<file path="src/rtl/meteor_field_if.sv">
// Tile-scan, hit and status signals between meteor_field and the game/VGA side.
interface meteor_field_if #(
    parameter int c_NumMet = 4
);
    // No valid/ready pair: the scan tile is sampled every clock, i_Hit is a one-cycle
    // strobe qualified by i_HitIdx, and every output is registered status (o_Landed a pulse).
    logic [5:0]          i_ColCountDiv;
    logic [5:0]          i_RowCountDiv;
    logic                i_Hit;
    logic [2:0]          i_HitIdx;
    logic                o_DrawMet;
    logic [2:0]          o_MetIdx;
    logic                o_Landed;
    logic [c_NumMet-1:0] o_ActiveMask;

    modport master (
        output i_ColCountDiv, i_RowCountDiv, i_Hit, i_HitIdx,
        input  o_DrawMet, o_MetIdx, o_Landed, o_ActiveMask
    );

    modport slave (
        input  i_ColCountDiv, i_RowCountDiv, i_Hit, i_HitIdx,
        output o_DrawMet, o_MetIdx, o_Landed, o_ActiveMask
    );
endinterface

</file>
<file path="src/rtl/meteor_field.sv">
// Multi-slot meteorite controller: shared step timer, wobbling fall, LFSR respawn,
// hit/landing retirement and a registered tile-draw lookup.
module meteor_field #(
    parameter int          c_NumMet         = 4,
    parameter int          c_GameWidth      = 40,
    parameter int          c_GameHeight     = 30,
    parameter int          c_MeteoriteSpeed = 4000000,
    parameter int          c_SpawnSteps     = 8,
    parameter logic [15:0] c_LfsrSeed       = 16'hACE1
) (
    input  logic          i_Clk,
    input  logic          i_Rst_n,
    input  logic          i_GameActive,
    meteor_field_if.slave mf
);
    localparam logic [0:0] ST_IDLE = 1'b0;
    localparam logic [0:0] ST_FALL = 1'b1;

    localparam logic [15:0] c_Seed   = (c_LfsrSeed == 16'h0000) ? 16'h0001 : c_LfsrSeed;
    localparam int          c_SpawnW = $clog2(c_SpawnSteps + 1);

    localparam logic [31:0]         c_StepLast  = 32'(c_MeteoriteSpeed - 1);
    localparam logic [c_SpawnW-1:0] c_SpawnLast = c_SpawnW'(c_SpawnSteps - 1);
    localparam logic [5:0]          c_XMax      = 6'(c_GameWidth - 1);
    localparam logic [5:0]          c_YMax      = 6'(c_GameHeight - 1);
    localparam logic [5:0]          c_Width     = 6'(c_GameWidth);

    logic [15:0]         r_Lfsr;
    logic [31:0]         r_StepCnt;
    logic [c_SpawnW-1:0] r_SpawnCnt;
    logic [0:0]          r_State   [c_NumMet];
    logic [5:0]          r_X       [c_NumMet];
    logic [5:0]          r_Y       [c_NumMet];
    logic                r_DirLeft [c_NumMet];
    logic                r_Landed;
    logic                r_DrawMet;
    logic [2:0]          r_MetIdx;

    logic                w_Step;
    logic                w_SpawnNow;
    logic [5:0]          w_SpawnX;
    logic                w_FreeFound;
    logic [2:0]          w_FreeIdx;
    logic [c_NumMet-1:0] w_Active;
    logic [c_NumMet-1:0] w_Hit;
    logic [c_NumMet-1:0] w_GoLeft;
    logic                w_Draw;
    logic [2:0]          w_DrawIdx;

    // Galois form, taps x^16+x^14+x^13+x^11; free-running so spawn columns differ per game.
    always_ff @(posedge i_Clk or negedge i_Rst_n) begin
        if (!i_Rst_n) begin
            r_Lfsr <= c_Seed;
        end else begin
            r_Lfsr <= {1'b0, r_Lfsr[15:1]} ^ (r_Lfsr[0] ? 16'hB400 : 16'h0000);
        end
    end

    assign w_Step     = (r_StepCnt == c_StepLast);
    assign w_SpawnNow = w_Step && (r_SpawnCnt == c_SpawnLast);
    assign w_SpawnX   = (r_Lfsr[5:0] < c_Width) ? r_Lfsr[5:0] : r_Lfsr[5:0] - c_Width;

    // Descending scans leave the lowest matching index in the priority results.
    always_comb begin
        w_Active    = '0;
        w_Hit       = '0;
        w_GoLeft    = '0;
        w_FreeFound = 1'b0;
        w_FreeIdx   = 3'd0;
        w_Draw      = 1'b0;
        w_DrawIdx   = 3'd0;
        for (int i = c_NumMet - 1; i >= 0; i--) begin
            w_Active[i] = (r_State[i] == ST_FALL);
            w_Hit[i]    = mf.i_Hit && (mf.i_HitIdx == 3'(i));
            w_GoLeft[i] = (r_X[i] == c_XMax) ? 1'b1 :
                          (r_X[i] == 6'd0)   ? 1'b0 : r_DirLeft[i];
            if (!w_Active[i]) begin
                w_FreeFound = 1'b1;
                w_FreeIdx   = 3'(i);
            end
            if (w_Active[i] && r_X[i] == mf.i_ColCountDiv && r_Y[i] == mf.i_RowCountDiv) begin
                w_Draw    = 1'b1;
                w_DrawIdx = 3'(i);
            end
        end
    end

    always_ff @(posedge i_Clk or negedge i_Rst_n) begin
        if (!i_Rst_n) begin
            r_StepCnt  <= '0;
            r_SpawnCnt <= '0;
            r_Landed   <= 1'b0;
            for (int i = 0; i < c_NumMet; i++) begin
                r_State[i]   <= ST_IDLE;
                r_X[i]       <= 6'd0;
                r_Y[i]       <= 6'd0;
                r_DirLeft[i] <= 1'b0;
            end
        end else if (!i_GameActive) begin
            r_StepCnt  <= '0;
            r_SpawnCnt <= '0;
            r_Landed   <= 1'b0;
            for (int i = 0; i < c_NumMet; i++) begin
                r_State[i]   <= ST_IDLE;
                r_X[i]       <= 6'd0;
                r_Y[i]       <= 6'd0;
                r_DirLeft[i] <= 1'b0;
            end
        end else begin
            r_Landed <= 1'b0;
            if (w_Step) begin
                r_StepCnt  <= '0;
                r_SpawnCnt <= w_SpawnNow ? '0 : r_SpawnCnt + c_SpawnW'(1);
            end else begin
                r_StepCnt <= r_StepCnt + 32'd1;
            end
            // Free-slot choice uses pre-edge state, so a slot retired on this edge waits.
            for (int i = 0; i < c_NumMet; i++) begin
                if (r_State[i] == ST_FALL) begin
                    if (w_Hit[i]) begin
                        r_State[i] <= ST_IDLE;
                    end else if (w_Step) begin
                        if (r_Y[i] == c_YMax) begin
                            r_State[i] <= ST_IDLE;
                            r_Landed   <= 1'b1;
                        end else begin
                            r_Y[i]       <= r_Y[i] + 6'd1;
                            r_X[i]       <= w_GoLeft[i] ? r_X[i] - 6'd1 : r_X[i] + 6'd1;
                            r_DirLeft[i] <= ~w_GoLeft[i];
                        end
                    end
                end else if (w_SpawnNow && w_FreeFound && w_FreeIdx == 3'(i)) begin
                    r_State[i]   <= ST_FALL;
                    r_X[i]       <= w_SpawnX;
                    r_Y[i]       <= 6'd0;
                    r_DirLeft[i] <= 1'b0;
                end
            end
        end
    end

    always_ff @(posedge i_Clk or negedge i_Rst_n) begin
        if (!i_Rst_n) begin
            r_DrawMet <= 1'b0;
            r_MetIdx  <= 3'd0;
        end else if (!i_GameActive) begin
            r_DrawMet <= 1'b0;
            r_MetIdx  <= 3'd0;
        end else begin
            r_DrawMet <= w_Draw;
            r_MetIdx  <= w_DrawIdx;
        end
    end

    assign mf.o_ActiveMask = w_Active;
    assign mf.o_DrawMet    = r_DrawMet;
    assign mf.o_MetIdx     = r_MetIdx;
    assign mf.o_Landed     = r_Landed;
endmodule

</file>
<file path="src/flat_wrapper.sv">
// flat-port wrapper written by rule: the top's interface ports become plain ports
module meteor_field_flat 
#(
    parameter int          c_NumMet         = 4,
    parameter int          c_GameWidth      = 40,
    parameter int          c_GameHeight     = 30,
    parameter int          c_MeteoriteSpeed = 4000000,
    parameter int          c_SpawnSteps     = 8,
    parameter logic [15:0] c_LfsrSeed       = 16'hACE1
)
  (i_Clk, i_Rst_n, i_GameActive, mf_i_ColCountDiv, mf_i_RowCountDiv, mf_i_Hit, mf_i_HitIdx, mf_o_DrawMet, mf_o_MetIdx, mf_o_Landed, mf_o_ActiveMask);
  meteor_field_if #(.c_NumMet(c_NumMet)) mf_i ();
  input  logic i_Clk;
  input  logic i_Rst_n;
  input  logic i_GameActive;
  input wire logic [$bits(mf_i.i_ColCountDiv)-1:0] mf_i_ColCountDiv;
  input wire logic [$bits(mf_i.i_RowCountDiv)-1:0] mf_i_RowCountDiv;
  input wire logic [$bits(mf_i.i_Hit)-1:0] mf_i_Hit;
  input wire logic [$bits(mf_i.i_HitIdx)-1:0] mf_i_HitIdx;
  output wire logic [$bits(mf_i.o_DrawMet)-1:0] mf_o_DrawMet;
  output wire logic [$bits(mf_i.o_MetIdx)-1:0] mf_o_MetIdx;
  output wire logic [$bits(mf_i.o_Landed)-1:0] mf_o_Landed;
  output wire logic [$bits(mf_i.o_ActiveMask)-1:0] mf_o_ActiveMask;
  assign mf_i.i_ColCountDiv = mf_i_ColCountDiv;
  assign mf_i.i_RowCountDiv = mf_i_RowCountDiv;
  assign mf_i.i_Hit = mf_i_Hit;
  assign mf_i.i_HitIdx = mf_i_HitIdx;
  assign mf_o_DrawMet = mf_i.o_DrawMet;
  assign mf_o_MetIdx = mf_i.o_MetIdx;
  assign mf_o_Landed = mf_i.o_Landed;
  assign mf_o_ActiveMask = mf_i.o_ActiveMask;
  meteor_field #(.c_NumMet(c_NumMet), .c_GameWidth(c_GameWidth), .c_GameHeight(c_GameHeight), .c_MeteoriteSpeed(c_MeteoriteSpeed), .c_SpawnSteps(c_SpawnSteps), .c_LfsrSeed(c_LfsrSeed)) u_core (.i_Clk(i_Clk), .i_Rst_n(i_Rst_n), .i_GameActive(i_GameActive), .mf(mf_i));
endmodule
</file>
<file path="config.mk">
export PLATFORM = sky130hd
export DESIGN_NAME = meteor_field_flat
export DESIGN_NICKNAME = d
export VERILOG_FILES = /design/src/rtl/meteor_field_if.sv /design/src/rtl/meteor_field.sv /design/src/flat_wrapper.sv
export SDC_FILE = /design/constraint.sdc
export NUM_CORES = 1
export LEC_CHECK = 0
export CORE_MARGIN = 2
export CORE_UTILIZATION = 60
export CTS_BUF_LIST = sky130_fd_sc_hd__clkbuf_2
export DETAILED_ROUTE_END_ITERATION = 10
export PLACE_DENSITY_LB_ADDON = 0.08
export SLEW_MARGIN = 20
export SYNTH_ARGS = -nofsm -noshare
export SYNTH_HDL_FRONTEND = slang
export SYNTH_SLANG_ARGS = --single-unit
</file>
<file path="constraint.sdc">
create_clock -name i_Clk -period 3.5 [get_ports i_Clk]
set_input_delay 0.35 -clock i_Clk [delete_from_list [all_inputs] [get_ports i_Clk]]
set_output_delay 0.35 -clock i_Clk [all_outputs]
set_load 0.03 [all_outputs]
</file>
==> results of run 1 <==
-- cell usage in the layout (no fill, tap or decap), types with 5 or more instances in the layout --
cell type	netlist	final
o2111ai_1	6	6
xnor2_1	42	42
nand3b_1	11	11
mux2i_1	14	14
o21ai_0	38	38
xor2_1	40	40
nor2_1	47	47
and2_1	7	7
a21oi_1	42	42
dfstp_2	8	8
buf_4	1	14
nand4_1	21	21
nor2b_1	8	8
nand3_1	50	50
clkdlybuf4s50_1	0	24
inv_1	38	38
nand2_1	38	38
and3_1	5	5
o21bai_1	5	5
a21o_1	12	12
a211oi_1	19	19
o211ai_1	6	6
or4_1	7	7
dfrtp_1	104	104
clkbuf_2	0	13
nand2b_1	10	10
o31ai_1	19	19
nor3_1	18	18
ha_1	27	27
o21a_1	6	6
or3_1	10	10
nor4_1	24	24
-- cell families (layout without fill, tap and decap cells) --
logic type | after synthesis | after routing | synth area share
AND/OR/NAND/NOR | 277 | 277 | 0.216
AO/OA/AOI/OAI | 182 | 182 | 0.170
flip-flops | 112 | 112 | 0.391
multiplexers | 16 | 16 | 0.0226
buffers and inverters | 75 | 94 | 0.0424
XOR/XNOR | 82 | 82 | 0.0998
adder cells (fa/ha/maj) | 31 | 31 | 0.0581
other | 1 | 1 | 0.000521
-- path summary, 6_finish.rpt --
| kind | from | to | slack [ns] | cells past startpoint |
|---|---|---|---|---|
| worst max-delay path | u_core.r_X[0] | u_core.r_X[4] | 0.36 | 9 |
| worst min-delay path | i_GameActive | u_core.r_Y[12] | 0.23 | 4 |
| worst max register to register | u_core.r_X[0] | u_core.r_X[4] | 0.36 | 9 |
| worst min register to register | u_core.r_Lfsr[7] | u_core.r_Lfsr[6] | 0.38 | 0 |
| max in group asynchronous | i_Rst_n | u_core.r_Y[8] | 2.26 | 3 |
| min in group asynchronous | i_Rst_n | u_core.r_SpawnCnt[0] | 0.38 | 2 |
-- layer usage --
| layer | routed length [um] | share of wire | up-vias | global-route usage |
|---|---|---|---|---|
| met5 | 0 | 0 | - | 0 |
| li1 | - | - | 2874 | - |
| met3 | 1140 | 0.062 | 43 | 0.0600 |
| met4 | 518 | 0.028 | 0 | 0.102 |
| met2 | 8680 | 0.47 | 194 | 0.467 |
| met1 | 8030 | 0.44 | 3030 | 0.403 |
-- Yosys cell counts (10+ instances only) --
cell      instances  area share
o31ai_1          19       0.020
clkbuf_1         21       0.011
nand2_1          38       0.020
nand4_1          21       0.018
ha_1             27       0.047
nor4_1           24       0.021
a211oi_1         19       0.020
nand3b_1         11       0.011
buf_2            10      0.0070
xor2_1           40       0.049
dfrtp_1         104        0.36
or3_1            10      0.0087
nand2b_1         10      0.0087
mux2i_1          14       0.019
a21o_1           12       0.013
nor2_1           47       0.025
inv_1            38       0.020
o21ai_0          38       0.026
xnor2_1          42       0.051
nand3_1          50       0.035
nor3_1           18       0.013
a21oi_1          42       0.029
-- through the flow --
stage	hold slack (ns)	instances	setup slack [ns]	utilization	power [mW]
after floorplan	0.0544	776	0.812	-	1.39
after global placement	0.346	925	0.646	0.639	1.47
after detailed placement	0.341	925	0.460	0.639	1.48
after CTS	0.185	942	0.430	0.647	2.00
after global routing	0.202	942	0.144	0.647	2.06
final	0.235	942	0.357	0.647	1.98
-- registers in the layout, indices dropped and copies added (netlist names) --
signal and flops:
u_core.r_StepCnt 32, u_core.r_X 24, u_core.r_Y 24, u_core.r_Lfsr 16, u_core.mf.o_ActiveMask 4, u_core.r_DirLeft 4
u_core.r_SpawnCnt 4, u_core.mf.o_MetIdx 2, u_core.mf.o_DrawMet 1, u_core.mf.o_Landed 1
-- layout make-up --
cell class / count / area [um^2] / share of cell area
clock inverters: 3 / 21.3 / 0.00277
repair buffers: 40 / 360 / 0.0470
inverters: 38 / 143 / 0.0186
well taps: 147 / 184 / 0.0240
multi-input cells: 589 / 4080 / 0.532
clock buffers: 13 / 65.1 / 0.00848
flip-flops and latches: 112 / 2810 / 0.367
-- what timing repair did --
item                                   4_1_cts  5_1_grt
buffers inserted                             0        0
hold buffers                                 1        0
endpoints found under the hold margin       67        0
-- worst max-delay path, delay by kind of cell, from the launching register on --
family          cells  cell delay, ns
fa+ha+maj           1            0.40
simple gates        3            0.89
flops               1            0.56
compound gates      5            1.24
-- where the power goes --
group | internal (mW) | switching (mW) | total [mW] | leakage [nW]
logic | 0.0484 | 0.103 | 0.151 | 1.55
clock network | 0.106 | 0.416 | 0.521 | 0.0622
registers | 1.30 | 0.00366 | 1.31 | 1.53
total | 1.46 | 0.522 | 1.98 | 3.14
==> results.tsv, run 1 <==
metric	value	unit
detail_route.vias_per_cell	6.52	
seq_area_frac_synth	0.391	
dieArea	12900	um^2
rsz0062_at_grt	no	
synth-edff-count	0	
clkTransAtPathRegs	0.29	ns
numCtsBuffers	9	
std_cell_rows	40	
tightestPinTransition	0.972	ns
place_area	7570	um^2
ys.flop_type	dfrtp_1	
nNetsFinal	840	
pin_count	28	
finalCriticalPeriod	3.14	ns
start_util	0.607	
syn_area_per_cell	9.28	um^2
worstPathCellList	nor4bb_1 > a21oi_1 > o21ai_0 > ha_1 > nor2b_1 > o21a_1 > or3_1 > a21oi_1 > o31ai_1	
overflow	0	
fp.coreArea	11900	um^2
fmaxAchievable	318	MHz
final_layout_size_suffix_gt1_frac	0.0654	
syn_nets	826	
setup_tns	0	ns
post_cts_resized	0	
worstSetupStartpointType	register	
maxSlewHeadroom	0.352	
synth.distinct_cells	65	
outcome	finished, final reports clean	
setup_viol	0	
peakVddDrop	0.313	mV
cts-root-buf	clkbuf_2	
power.density	258	nW/um^2
htreeDepth	3	
cp.arrival	3.69	ns
drv_cap	0	
synthArstFlopShare	1.00	
hold_class	in2reg	
setup.worst_path.end_class	register	
fillers	1011	
routedWlPerCell	19.5	um
clockBufferDepth	2	
first_global_vias	5893	
portBuffers	26	
worstPathRequired	4.04	ns
dp_hpwl	12.9	mm
grt_max_degree	81	
num_vias	6141	
finClkSkew	0.0362	ns
drtPass1Iterations	5	
ant_nets	0	
hold_violations	0	
antenna_cells	0	
gr-usage-all-layers	0.293	
wl	18.4	mm
ys_ff_latch	112	
maxSlewViolCount	0	
synth_area	7200	um^2
crit_type	reg2reg	
gp_congestion	0.963	
finalCritPeriodShare	0.898	
synthCells	776	
cpMostUsedCell	a21oi_1	
cp_slowest_stage_delay	0.64	ns
grt_first_pass_wirelength	29.8	mm
p_leak	3.14	nW
insertion_delay	0.63	ns
syn2layout_area_growth	6.55	%
antenna_found_initial	0	
design_area	7670	um^2
clock_sinks	112	
crit_fanout	8	
dieHeight	114	um
yosysWarnings	0	
drc	0	
die_w	114	um
crit_slowest_cell	o21ai_0	
drt-initial-drc-count	459	
cts_tree	yes	
Note: power is estimated with default switching activity, not from simulation.
==> run 2, diff against run 1 <==
- CTS_CLUSTER_SIZE: default -> 16
- HOLD_SLACK_MARGIN: default -> 0.06
==> results of run 2 <==
Final layout, timing and power as in run 1 (identical DEF).
==> run 3, diff against run 2 <==
- ABC_AREA: default -> 1
- GPL_TIMING_DRIVEN: default -> 0
==> results.tsv, run 3 <==
metric	value	unit
largest_register_ffs	32	
r2r_end	u_core.r_X[16]	
ant_nets	0	
hold_slack	0.149	ns
start_util	0.614	
drc	0	
layout_commonest_cell	nand2_1	
yosysWarnings	0	
setup.worst_path.end_class	register	
synth_most_common_cell	nand2_1	
std_cell_rows	41	
synth_area	7750	um^2
worstPathCellList	nand2_1 > nor3_1 > nand3_1 > nand2_1 > inv_1 > fa_1 > nand3b_1 > a31o_2 > nand3_1 > o21ai_0 > o21ai_1	
final_cell_mix	261 x nand2_1, 125 x nor2_1, 110 x inv_1, 104 x dfrtp_1, 49 x nand3_1	
antenna_cells	0	
peakVddDrop	0.292	mV
clockBufferDepth	2	
finalCritPeriodShare	0.703	
syn2layout_area_growth	7.75	%
fmaxAchievable	406	MHz
antenna_found_initial	0	
hold_class	in2async	
final_layout_size_suffix_gt1_frac	0.113	
seq_area_frac_synth	0.363	
worstPathRequired	4.12	ns
dieHeight	118	um
cts_tree	yes	
cts-root-buf	clkbuf_2	
synth_area_leaders	dfrtp_1 34%, nand2_1 13%, nor2_1 6.1%	
hold_violations	0	
gp_congestion	0.957	
instances_no_fill	1265	
overflow	0	
top_regs	u_core.r_StepCnt: 32 flops, u_core.r_X: 24 flops, u_core.r_Y: 24 flops	
largest_register	u_core.r_StepCnt	
power.density	250	nW/um^2
fin_util	0.662	
tightestPinTransition	0.795	ns
drtPass1Iterations	5	
detail_route.vias_per_cell	5.53	
first_global_vias	6534	
clkTransAtPathRegs	0.33	ns
nNetsFinal	1138	
maxSlewViolCount	0	
setup_viol	0	
post_cts_resized	0	
clock_sinks	112	
dieArea	13800	um^2
gr-usage-all-layers	0.298	
r2r_slack	1.04	ns
syn_nets	1101	
drv_cap	0	
ys_ff_latch	112	
finalCriticalPeriod	2.46	ns
synthArstFlopShare	1.00	
r2r-start	u_core.r_X[12]	
ys.flop_type	dfrtp_1	
synth_common_cells	261 x nand2_1, 125 x nor2_1, 110 x inv_1	
htreeDepth	3	
synth_top_area_frac	0.336	
outcome	finished, final reports clean	
maxSlewHeadroom	0.470	
insertion_delay	0.69	ns
reg2regPathDepth	11	
cp_slowest_stage_delay	0.53	ns
synthCells	1051	
synth-edff-count	0	
cp.arrival	3.08	ns
final.setup.worst_slack	1.04	ns
design_area	8350	um^2
preCtsSetupSlack	1.12	ns
num_vias	7000	
p_leak	3.76	nW
numCtsBuffers	9	
pin_count	28	
grt_max_degree	58	
dp_hpwl	14.6	mm
dpl.cell_count	1247	
finClkSkew	0.0530	ns
crit_type	reg2reg	
fp.coreArea	12600	um^2
die_w	118	um
synth.distinct_cells	51	
worstSetupStartpointType	register	
wl	19.7	mm
crit_buf_inv	1	
crit_slowest_cell	dfrtp_1	
crit_fanout	6	
routedWlPerCell	15.6	um
yosysTopAreaCell	dfrtp_1	
place_area	8230	um^2
drt-initial-drc-count	582	
rsz0062_at_grt	no	
grt_first_pass_wirelength	33.1	mm
syn_area_per_cell	7.38	um^2
portBuffers	23	
critical-path-top-delay-family	simple AND/OR/NAND/NOR gates	
[run 3: changes by cell type in the layout (fill, tap and decap cells not counted), sizes merged, moves of 14 or more]
cell	before	now
xnor2	42	21
inv	38	121
o31ai	19	1
nor4	24	8
mux2i	14	0
a211oi	19	1
nand2	38	285
nor2	47	131
o21ai	39	82
[run 3: worst max-delay path by stage]
stage,from,endpoint,cells after the start
2_1_floorplan,u_core.r_X[0],u_core.r_X[4],14
3_3_place_gp,i_Rst_n,u_core.r_X[5],1
6_report,u_core.r_X[12],u_core.r_X[16],11
4_1_cts,u_core.r_X[0],u_core.r_X[4],14
3_5_place_dp,u_core.r_X[0],u_core.r_X[4],14
5_1_grt,u_core.r_X[0],u_core.r_X[4],14
[run 3: metal layers]
metal  vias to the layer above  share of wire  global-route usage  routed length, um
met5                         -              0                   0                  0
met4                         0          0.028               0.101                554
met3                        35          0.073              0.0630               1430
met2                       227           0.45               0.453               8790
met1                      3258           0.45               0.426               8920
li1                       3480              -                   -                  -
[run 3: cells by family (layout without fill, tap and decap cells)]
kind of cell | Yosys count | in the layout | share of synthesized area
DFF | 112 | 112 | 0.363
adders and majority gates | 31 | 31 | 0.0539
xor gates and xnor gates | 49 | 49 | 0.0554
other | 1 | 1 | 0.000484
buffers and inverters | 153 | 195 | 0.0836
and+or+nand+nor | 554 | 554 | 0.321
AOI/OAI and AO/OA | 151 | 151 | 0.122
[run 3: area by class of cell]
type / instances / area [um^2]
Multi-Input combinational cell: 786 / 4290
Fill cell: 1155 / 4270
Sequential cell: 112 / 2810
Inverter: 127 / 478
Timing Repair Buffer: 26 / 279
Tap cell: 172 / 215
Buffer: 26 / 170
Clock inverter: 7 / 61.3
Clock buffer: 9 / 45.0
[run 3: what timing repair did]
action                    in CTS  in global routing
hold endpoints to repair      90                  0
hold buffers                   2                  0
buffers inserted               0                  0
[run 3: report_power, final]
part           total, mW  switching [mW]  internal, mW
logic              0.180           0.125        0.0554
clock network      0.606           0.446         0.160
registers           1.30         0.00192          1.30
total               2.09           0.573          1.52
[run 3: stage by stage]
stage / total power, mW / TNS [ns]
after global routing: 2.18 / 0
after CTS: 2.10 / 0
final: 2.09 / 0
after global placement: 1.50 / -243.00
after detailed placement: 1.50 / 0
after floorplan: 1.41 / 0
[run 3: worst reg2reg max path: cells and delay by family, from the launching register on]
kind / cells / cell delay (ns)
buf+inv: 1 / 0.11
fa+ha+maj: 1 / 0.41
simple gates: 6 / 0.88
compound gates: 3 / 0.48
flops: 1 / 0.53
